[src/rtl/apb_rr_master.sv]
// apb_rr_master: two-requester APB master with round-robin arbitration,
// SETUP/ACCESS sequencing and an ACCESS-phase timeout guard.
module apb_rr_master #(
  parameter int AW      = 8,
  parameter int DW      = 8,
  parameter int TIMEOUT = 16
) (
  input  logic          pclk,
  input  logic          prst,
  input  logic          req0_valid,
  input  logic          req0_write,
  input  logic [AW-1:0] req0_addr,
  input  logic [DW-1:0] req0_wdata,
  output logic          req0_ack,
  output logic          req0_done,
  output logic [DW-1:0] req0_rdata,
  output logic          req0_err,
  input  logic          req1_valid,
  input  logic          req1_write,
  input  logic [AW-1:0] req1_addr,
  input  logic [DW-1:0] req1_wdata,
  output logic          req1_ack,
  output logic          req1_done,
  output logic [DW-1:0] req1_rdata,
  output logic          req1_err,
  output logic          psel,
  output logic          penable,
  output logic          pwrite,
  output logic [AW-1:0] paddr,
  output logic [DW-1:0] pwdata,
  input  logic [DW-1:0] prdata,
  input  logic          pready,
  input  logic          pslverr
);

  typedef enum logic [1:0] {
    S_IDLE,
    S_SETUP,
    S_ACCESS
  } state_t;

  localparam logic [7:0] TO_LAST = 8'(TIMEOUT - 1);

  state_t        state_q, state_d;
  logic          psel_q, psel_d;
  logic          penable_q, penable_d;
  logic          pwrite_q, pwrite_d;
  logic [AW-1:0] paddr_q, paddr_d;
  logic [DW-1:0] pwdata_q, pwdata_d;
  logic          grant_q, grant_d;
  logic          last_q, last_d;
  logic [7:0]    cnt_q, cnt_d;
  logic          ack0_q, ack0_d;
  logic          ack1_q, ack1_d;
  logic          done0_q, done0_d;
  logic          done1_q, done1_d;
  logic          err0_q, err0_d;
  logic          err1_q, err1_d;
  logic [DW-1:0] rdata0_q, rdata0_d;
  logic [DW-1:0] rdata1_q, rdata1_d;

  logic          any_req;
  logic          pick1;
  logic          fin;
  logic          fin_err;
  logic [DW-1:0] fin_rdata;

  // Round-robin pick: with both valid, the one not granted last wins
  always_comb begin
    any_req = req0_valid | req1_valid;
    pick1   = req1_valid & (~req0_valid | ~last_q);
  end

  // Next-state, bus phase and requester response logic
  always_comb begin
    state_d   = state_q;
    psel_d    = psel_q;
    penable_d = penable_q;
    pwrite_d  = pwrite_q;
    paddr_d   = paddr_q;
    pwdata_d  = pwdata_q;
    grant_d   = grant_q;
    last_d    = last_q;
    cnt_d     = cnt_q;
    ack0_d    = 1'b0;
    ack1_d    = 1'b0;
    fin       = 1'b0;
    fin_err   = 1'b0;
    fin_rdata = '0;

    unique case (state_q)
      S_IDLE: begin
        psel_d    = 1'b0;
        penable_d = 1'b0;
        if (any_req) begin
          grant_d  = pick1;
          last_d   = pick1;
          pwrite_d = pick1 ? req1_write : req0_write;
          paddr_d  = pick1 ? req1_addr  : req0_addr;
          pwdata_d = pick1 ? req1_wdata : req0_wdata;
          ack0_d   = ~pick1;
          ack1_d   = pick1;
          psel_d   = 1'b1;
          state_d  = S_SETUP;
        end
      end
      S_SETUP: begin
        penable_d = 1'b1;
        cnt_d     = '0;
        state_d   = S_ACCESS;
      end
      S_ACCESS: begin
        if (pready) begin
          fin       = 1'b1;
          fin_err   = pslverr;
          fin_rdata = pwrite_q ? '0 : prdata;
        end else if (cnt_q == TO_LAST) begin
          fin     = 1'b1;
          fin_err = 1'b1;
        end else begin
          cnt_d = cnt_q + 8'd1;
        end
        if (fin) begin
          psel_d    = 1'b0;
          penable_d = 1'b0;
          state_d   = S_IDLE;
        end
      end
      default: begin
        psel_d    = 1'b0;
        penable_d = 1'b0;
        state_d   = S_IDLE;
      end
    endcase

    done0_d  = fin & ~grant_q;
    done1_d  = fin & grant_q;
    err0_d   = done0_d & fin_err;
    err1_d   = done1_d & fin_err;
    rdata0_d = done0_d ? fin_rdata : '0;
    rdata1_d = done1_d ? fin_rdata : '0;
  end

  // State and registered outputs; reset aborts any transfer in flight
  always_ff @(posedge pclk or negedge prst) begin
    if (!prst) begin
      state_q   <= S_IDLE;
      psel_q    <= 1'b0;
      penable_q <= 1'b0;
      pwrite_q  <= 1'b0;
      paddr_q   <= '0;
      pwdata_q  <= '0;
      grant_q   <= 1'b0;
      last_q    <= 1'b1;
      cnt_q     <= '0;
      ack0_q    <= 1'b0;
      ack1_q    <= 1'b0;
      done0_q   <= 1'b0;
      done1_q   <= 1'b0;
      err0_q    <= 1'b0;
      err1_q    <= 1'b0;
      rdata0_q  <= '0;
      rdata1_q  <= '0;
    end else begin
      state_q   <= state_d;
      psel_q    <= psel_d;
      penable_q <= penable_d;
      pwrite_q  <= pwrite_d;
      paddr_q   <= paddr_d;
      pwdata_q  <= pwdata_d;
      grant_q   <= grant_d;
      last_q    <= last_d;
      cnt_q     <= cnt_d;
      ack0_q    <= ack0_d;
      ack1_q    <= ack1_d;
      done0_q   <= done0_d;
      done1_q   <= done1_d;
      err0_q    <= err0_d;
      err1_q    <= err1_d;
      rdata0_q  <= rdata0_d;
      rdata1_q  <= rdata1_d;
    end
  end

  assign psel       = psel_q;
  assign penable    = penable_q;
  assign pwrite     = pwrite_q;
  assign paddr      = paddr_q;
  assign pwdata     = pwdata_q;
  assign req0_ack   = ack0_q;
  assign req1_ack   = ack1_q;
  assign req0_done  = done0_q;
  assign req1_done  = done1_q;
  assign req0_err   = err0_q;
  assign req1_err   = err1_q;
  assign req0_rdata = rdata0_q;
  assign req1_rdata = rdata1_q;

endmodule

[config.mk]
export PLATFORM = sky130hd
export DESIGN_NAME = apb_rr_master
export DESIGN_NICKNAME = d
export VERILOG_FILES = /design/src/rtl/apb_rr_master.sv
export SDC_FILE = /design/constraint.sdc
export NUM_CORES = 1
export LEC_CHECK = 0
export CORE_AREA = 4 4 75 111
export DETAILED_ROUTE_END_ITERATION = 8
export DIE_AREA = 0 0 79 115
export SLEW_MARGIN = 20
export SYNTH_ARGS = -nofsm -noshare
export SYNTH_HDL_FRONTEND = slang
export SYNTH_SLANG_ARGS = --single-unit
[constraint.sdc]
create_clock -name pclk -period 1.8 [get_ports pclk]
set_input_delay 0.18 -clock pclk [delete_from_list [all_inputs] [get_ports pclk]]
set_output_delay 0.18 -clock pclk [all_outputs]
set_load 0.05 [all_outputs]
* Word-level counts from Yosys, hierarchy flattened
Cells that the tools add are included.
** Storage, ports and cells
- Output and inout port bits :: 41
- Flip-flop bits (word level) :: 53
- Input port bits :: 48
- Logic and storage cells :: 71
** Cells by class
- Reductions and logical operators :: 6
- Bitwise gates (word level) :: 12
- $add $sub $neg :: 1
- Muxes and demuxes :: 28
- Equal/unequal tests :: 7
** Operators with widths (count)
- 8-bit 2-to-1 mux :: 9
- 8-bit one-hot mux with 2 select lines :: 1
- 1-bit 2-to-1 mux :: 13
- 8-bit by 1-bit adder with 8-bit output (second input constant) :: 1
- 8-bit by 4-bit == test with 1-bit output (second input constant) :: 1
- 2-bit != test (second input constant) :: 4
- 2-bit one-hot mux with 3 select lines :: 1
- 2-bit AND reduction :: 3
- 1-bit AND :: 5
- 1-bit NOT :: 5
- 2-bit 2-to-1 mux :: 2
- 1-bit one-hot mux with 3 select lines :: 1
- 3-bit AND reduction :: 1
- 2-bit by 1-bit == test with 1-bit output (second input constant) :: 1
- 2-bit == test (second input constant) :: 1
- 2-bit logical NOT :: 1
- 1-bit bitwise OR :: 2
- 1-bit one-hot mux with 2 select lines :: 1
- 2-bit nonzero test :: 1

* Longest topological paths before layout
- Depth in word-level cells :: 7
- Depth in mapped cells :: 6
- Depth with buffers taken out :: 5

* Least setup slack after synthesis
OpenSTA, ideal clock, no wires.
- Kind :: register to register
- Start :: reg cnt_q[0]
- End :: reg cnt_q[6]
- Data arrival time :: 1.589 ns
- Path slack :: 0.142 ns
- Path buffers :: 0
- Cell stages (with the launch flop) :: 6
- Setup time :: 0.069 ns
- Period minus slack after synthesis :: 1.658 ns
- Required time :: 1.731 ns
- Path through :: dfrtp_1 > ha_1 > and3_1 > a211o_1 > or3_1 > nand3_1
** Between the ends
- Word-level cells in the longest chain between the ends :: 4
- Elaborated cells between the ends (all ways) :: 7
- Classes of those cells :: add/sub (1); eq/ne (2); mux (3); reduce/logical (1)
** RTL lines
- start, declared :: RTL line 52 : logic [7:0] cnt_q, cnt_d;
- start signal, assigned :: RTL line 173 : cnt_q <= cnt_d;
- 8-bit by 1-bit adder with 8-bit output :: RTL line 121 : cnt_d = cnt_q + 8'd1;
- 8-bit 2-to-1 mux :: RTL line 117 : end else if (cnt_q == TO_LAST) begin
- 8-bit 2-to-1 mux :: RTL line 113 : if (pready) begin
- 8-bit one-hot mux with 2 select lines :: RTL line 91 : unique case (state_q)
Parallel ways exist; a longest one is shown, timed or not. The select of a mux whose other input is x is not followed.
A chain may end at the register's enable or synchronous reset.

* Worst setup path after layout
- Start :: reg pwrite_q (netlist: pwrite)
- End :: out pwrite
** RTL lines
- start, declared :: RTL line 47 : logic pwrite_q, pwrite_d;
- start signal, assigned :: RTL line 168 : pwrite_q <= pwrite_d;
- end, declared :: RTL line 28 : output logic pwrite,
No word-level cell between the ends.

==> results.tsv <==
metric	value	unit
# hold bufs at CTS	1	
fmax	0.576	GHz
CP Buf/Inv Count	1	
vias in the first global route	1822	
global-route wire length before repair	8.69	mm
Comb power frac	0.496	
initial antenna violation count	0	
Max Fanout on Critical Path	4	
critical path arrival	1560	ps
final worst path period share	0.965	
xor/xnor share of the synthesized area	0	
Max-cap violations	0	
CTS Root Cell	clkbuf_8	
Final Hold Viols	0	
Int Pwr	0.00267	W
Avg Inst Size Synth	10.5	um2
IR drop worst, VDD	970	uV
yosys warns	0	
DP Area	3210	um2
reg-to-reg startpoint	cnt_q[0]	
post-CTS setup buffers	0	
via density per instance	4.52	
Seq/Total Area, Yosys	0.618	
Worst-Skew Late Latency	310	ps
Tot GR Track Use	0.121	
commonest non-fill, non-tap cell in the layout	clkdlybuf4s50_1	
Detail Route Antenna Nets	0	
switching fraction of total power	0.454	
H-Tree Depth	2	
Layout area overhead	54.0	%
die area	9090	um2
status	completed	
Diodes inserted	0	
Post-Syn Area	2150	um2
startpoint class of the critical path	flop	
CTS clk-pin slew, worst paths	110	ps
WL per Instance	13.2	um
CTS Buffer Depth	2	
initial core utilization	0.294	
final instance area	3310	um2
syn nets	253	
die extent in x	79	um
post-synthesis mux area share	0.00931	
capture point of the worst reg-to-reg path	cnt_q[3]	
hold slack	275	ps
Period minus WS final	1740	ps
PostCTS Resize Cnt	0	
Final Max Slew Viols	0	
Setup WS pre-CTS	113	ps
Synth Area in Adders	0.00582	
most frequent cells in the layout	clkdlybuf4s50_1, dfrtp_1, nand2_1	
Reg2Reg Setup Slack	110	ps
Critical Path, Cell by Cell	clkdlybuf4s50_1	
R2R depth	5	
Num CTS Buffers	5	
power share of the clock group	0.144	
Crit. End Element	primary output	
dpl hpwl	4.06	mm
WS Path Type	flop to primary output	
fin nets	353	
largest net degree at the start of global routing	27	
sw power	0.00222	W
CTS tree	built	
first-pass iteration count of the detailed router	4	
cell count after synthesis	204	
PortBufs	88	
share of cells above drive strength 1	0.0852	
RSZ-0062 raised after global routing	no	
delay-heaviest family, CP	buffers and inverters	
Yosys cell types	33	
gr ovfl total	0	
Pwr Total	0.00489	W
CTS sink cnt	53	
WL final	5.33	mm
Clock Skew	9.44	ps
final setup TNS	0	ps
Setup violations, final	0	
WP depth	1	
Simple-Gate Fraction of Synth Area	0.246	
post-synthesis register bit count	53	
Setup WS post-layout	63.3	ps
CP max-delay cell	clkdlybuf4s50_1	
slowest stage delay, CP	840	ps
Leak	1.50	nW
number of remaining DRC errors	0	
largest family of logic cells by synthesized area	simple AND/OR/NAND/NOR gates	
routed via count	1829	
worst setup path end	pwrite	
Seq pwr share	0.360	
CP Launch Point	pwrite	
Worst Path Required	1620	ps
GP Congestion	0.816	
PwrDens	1480	nW/um2
Starting DRT DRC Count	51	
Worst slew margin	0.651	
Synth Area in Compound Gates	0.102	
IO Pins	89	
worst hold path type	input pin to asynchronous set/reset pin	
row count	38	
Die Ht	115	um
worst-margin pin slew	523	ps
area of the core	7320	um2
==> per-layer routing <==
layer  part of all wire  vias to the layer above  GRT usage
met5                  0                        -          0
met4              0.018                        0     0.0482
met3              0.081                        9     0.0337
met2               0.50                       82      0.208
met1               0.40                      839      0.143
li1                   -                      899          -
==> sequential cells by signal (all words and copies together), names as in the netlist, 2 cells and up <==
name        cells
state_q         2
pwdata          8
req1_rdata      8
req0_rdata      8
paddr           8
cnt_q           8
==> final cells by class <==
| cell class | count | area [um2] |
|---|---|---|
| multi-input combinational | 142 | 779 |
| clock inverter | 3 | 25.0 |
| clock buffer | 5 | 68.8 |
| sequential | 53 | 1330 |
| inverter | 2 | 7.51 |
| tap | 100 | 125 |
| timing repair buffer | 100 | 976 |
| fill | 727 | 4010 |
==> stage by stage <==
stage | std cells | util
4_1_cts | 405 | 0.452
6_report | 405 | 0.452
2_1_floorplan | 204 | -
3_5_place_dp | 396 | 0.438
5_1_grt | 405 | 0.452
3_3_place_gp | 396 | 0.438
==> synth_stat cells (all sizes together) <==
master  count  area share
a211o       1      0.0041
nand3      11       0.026
and3        2      0.0058
ha          1      0.0058
a32oi       4       0.016
a21boi      1      0.0035
inv         2      0.0035
o21ai       3      0.0070
a22o        1      0.0041
a32o        1      0.0047
and4b       1      0.0047
a31oi      13       0.038
nor4        1      0.0058
and2       16       0.047
nand2b      2      0.0058
a21o        4       0.014
clkbuf      5      0.0087
nand4       2      0.0058
dfrtp      52        0.61
a211oi      1      0.0058
nand2      44       0.077
a21bo       1      0.0047
mux2i       2      0.0093
nor2       16       0.028
nor2b       6       0.017
buf         2      0.0076
dfstp       1       0.012
and4        1      0.0041
nor4b       1      0.0041
nor3        4      0.0093
or3         2      0.0058
==> cell families after synthesis <==
group / after synthesis
compound gates: 30
flops: 53
simple gates: 109
fa+ha+maj: 1
mux: 2
buf+inv: 9
==> power groups by stage <==
stage               Clock (W)  Combinational (W)  Sequential (W)
floorplan                   0           0.000625         0.00267
global placement            0            0.00244         0.00178
detailed placement          0            0.00245         0.00179
CTS                  0.000736            0.00246         0.00177
global route         0.000774            0.00261         0.00182
finish               0.000703            0.00243         0.00176
==> worst register-to-register path, cell delays in order (launching register included) <==
cell and delay [ps]:
dfrtp_1 420, ha_1 230, and3_1 240, a211oi_2 380, nand4_1 170, mux2i_1 140
==> how the worst min path moves through the flow <==
stage / to / slack [ps] / depth (start not counted) / from
6_report: grant_q / 280 / 2 / prst
5_1_grt: grant_q / 300 / 2 / prst
4_1_cts: grant_q / 290 / 2 / prst
3_5_place_dp: psel / 60 / 1 / prst
3_3_place_gp: psel / 60 / 1 / prst
2_1_floorplan: cnt_q[0] / -120 / 0 / prst
No activity file was read; power rests on OpenSTA's default activity.
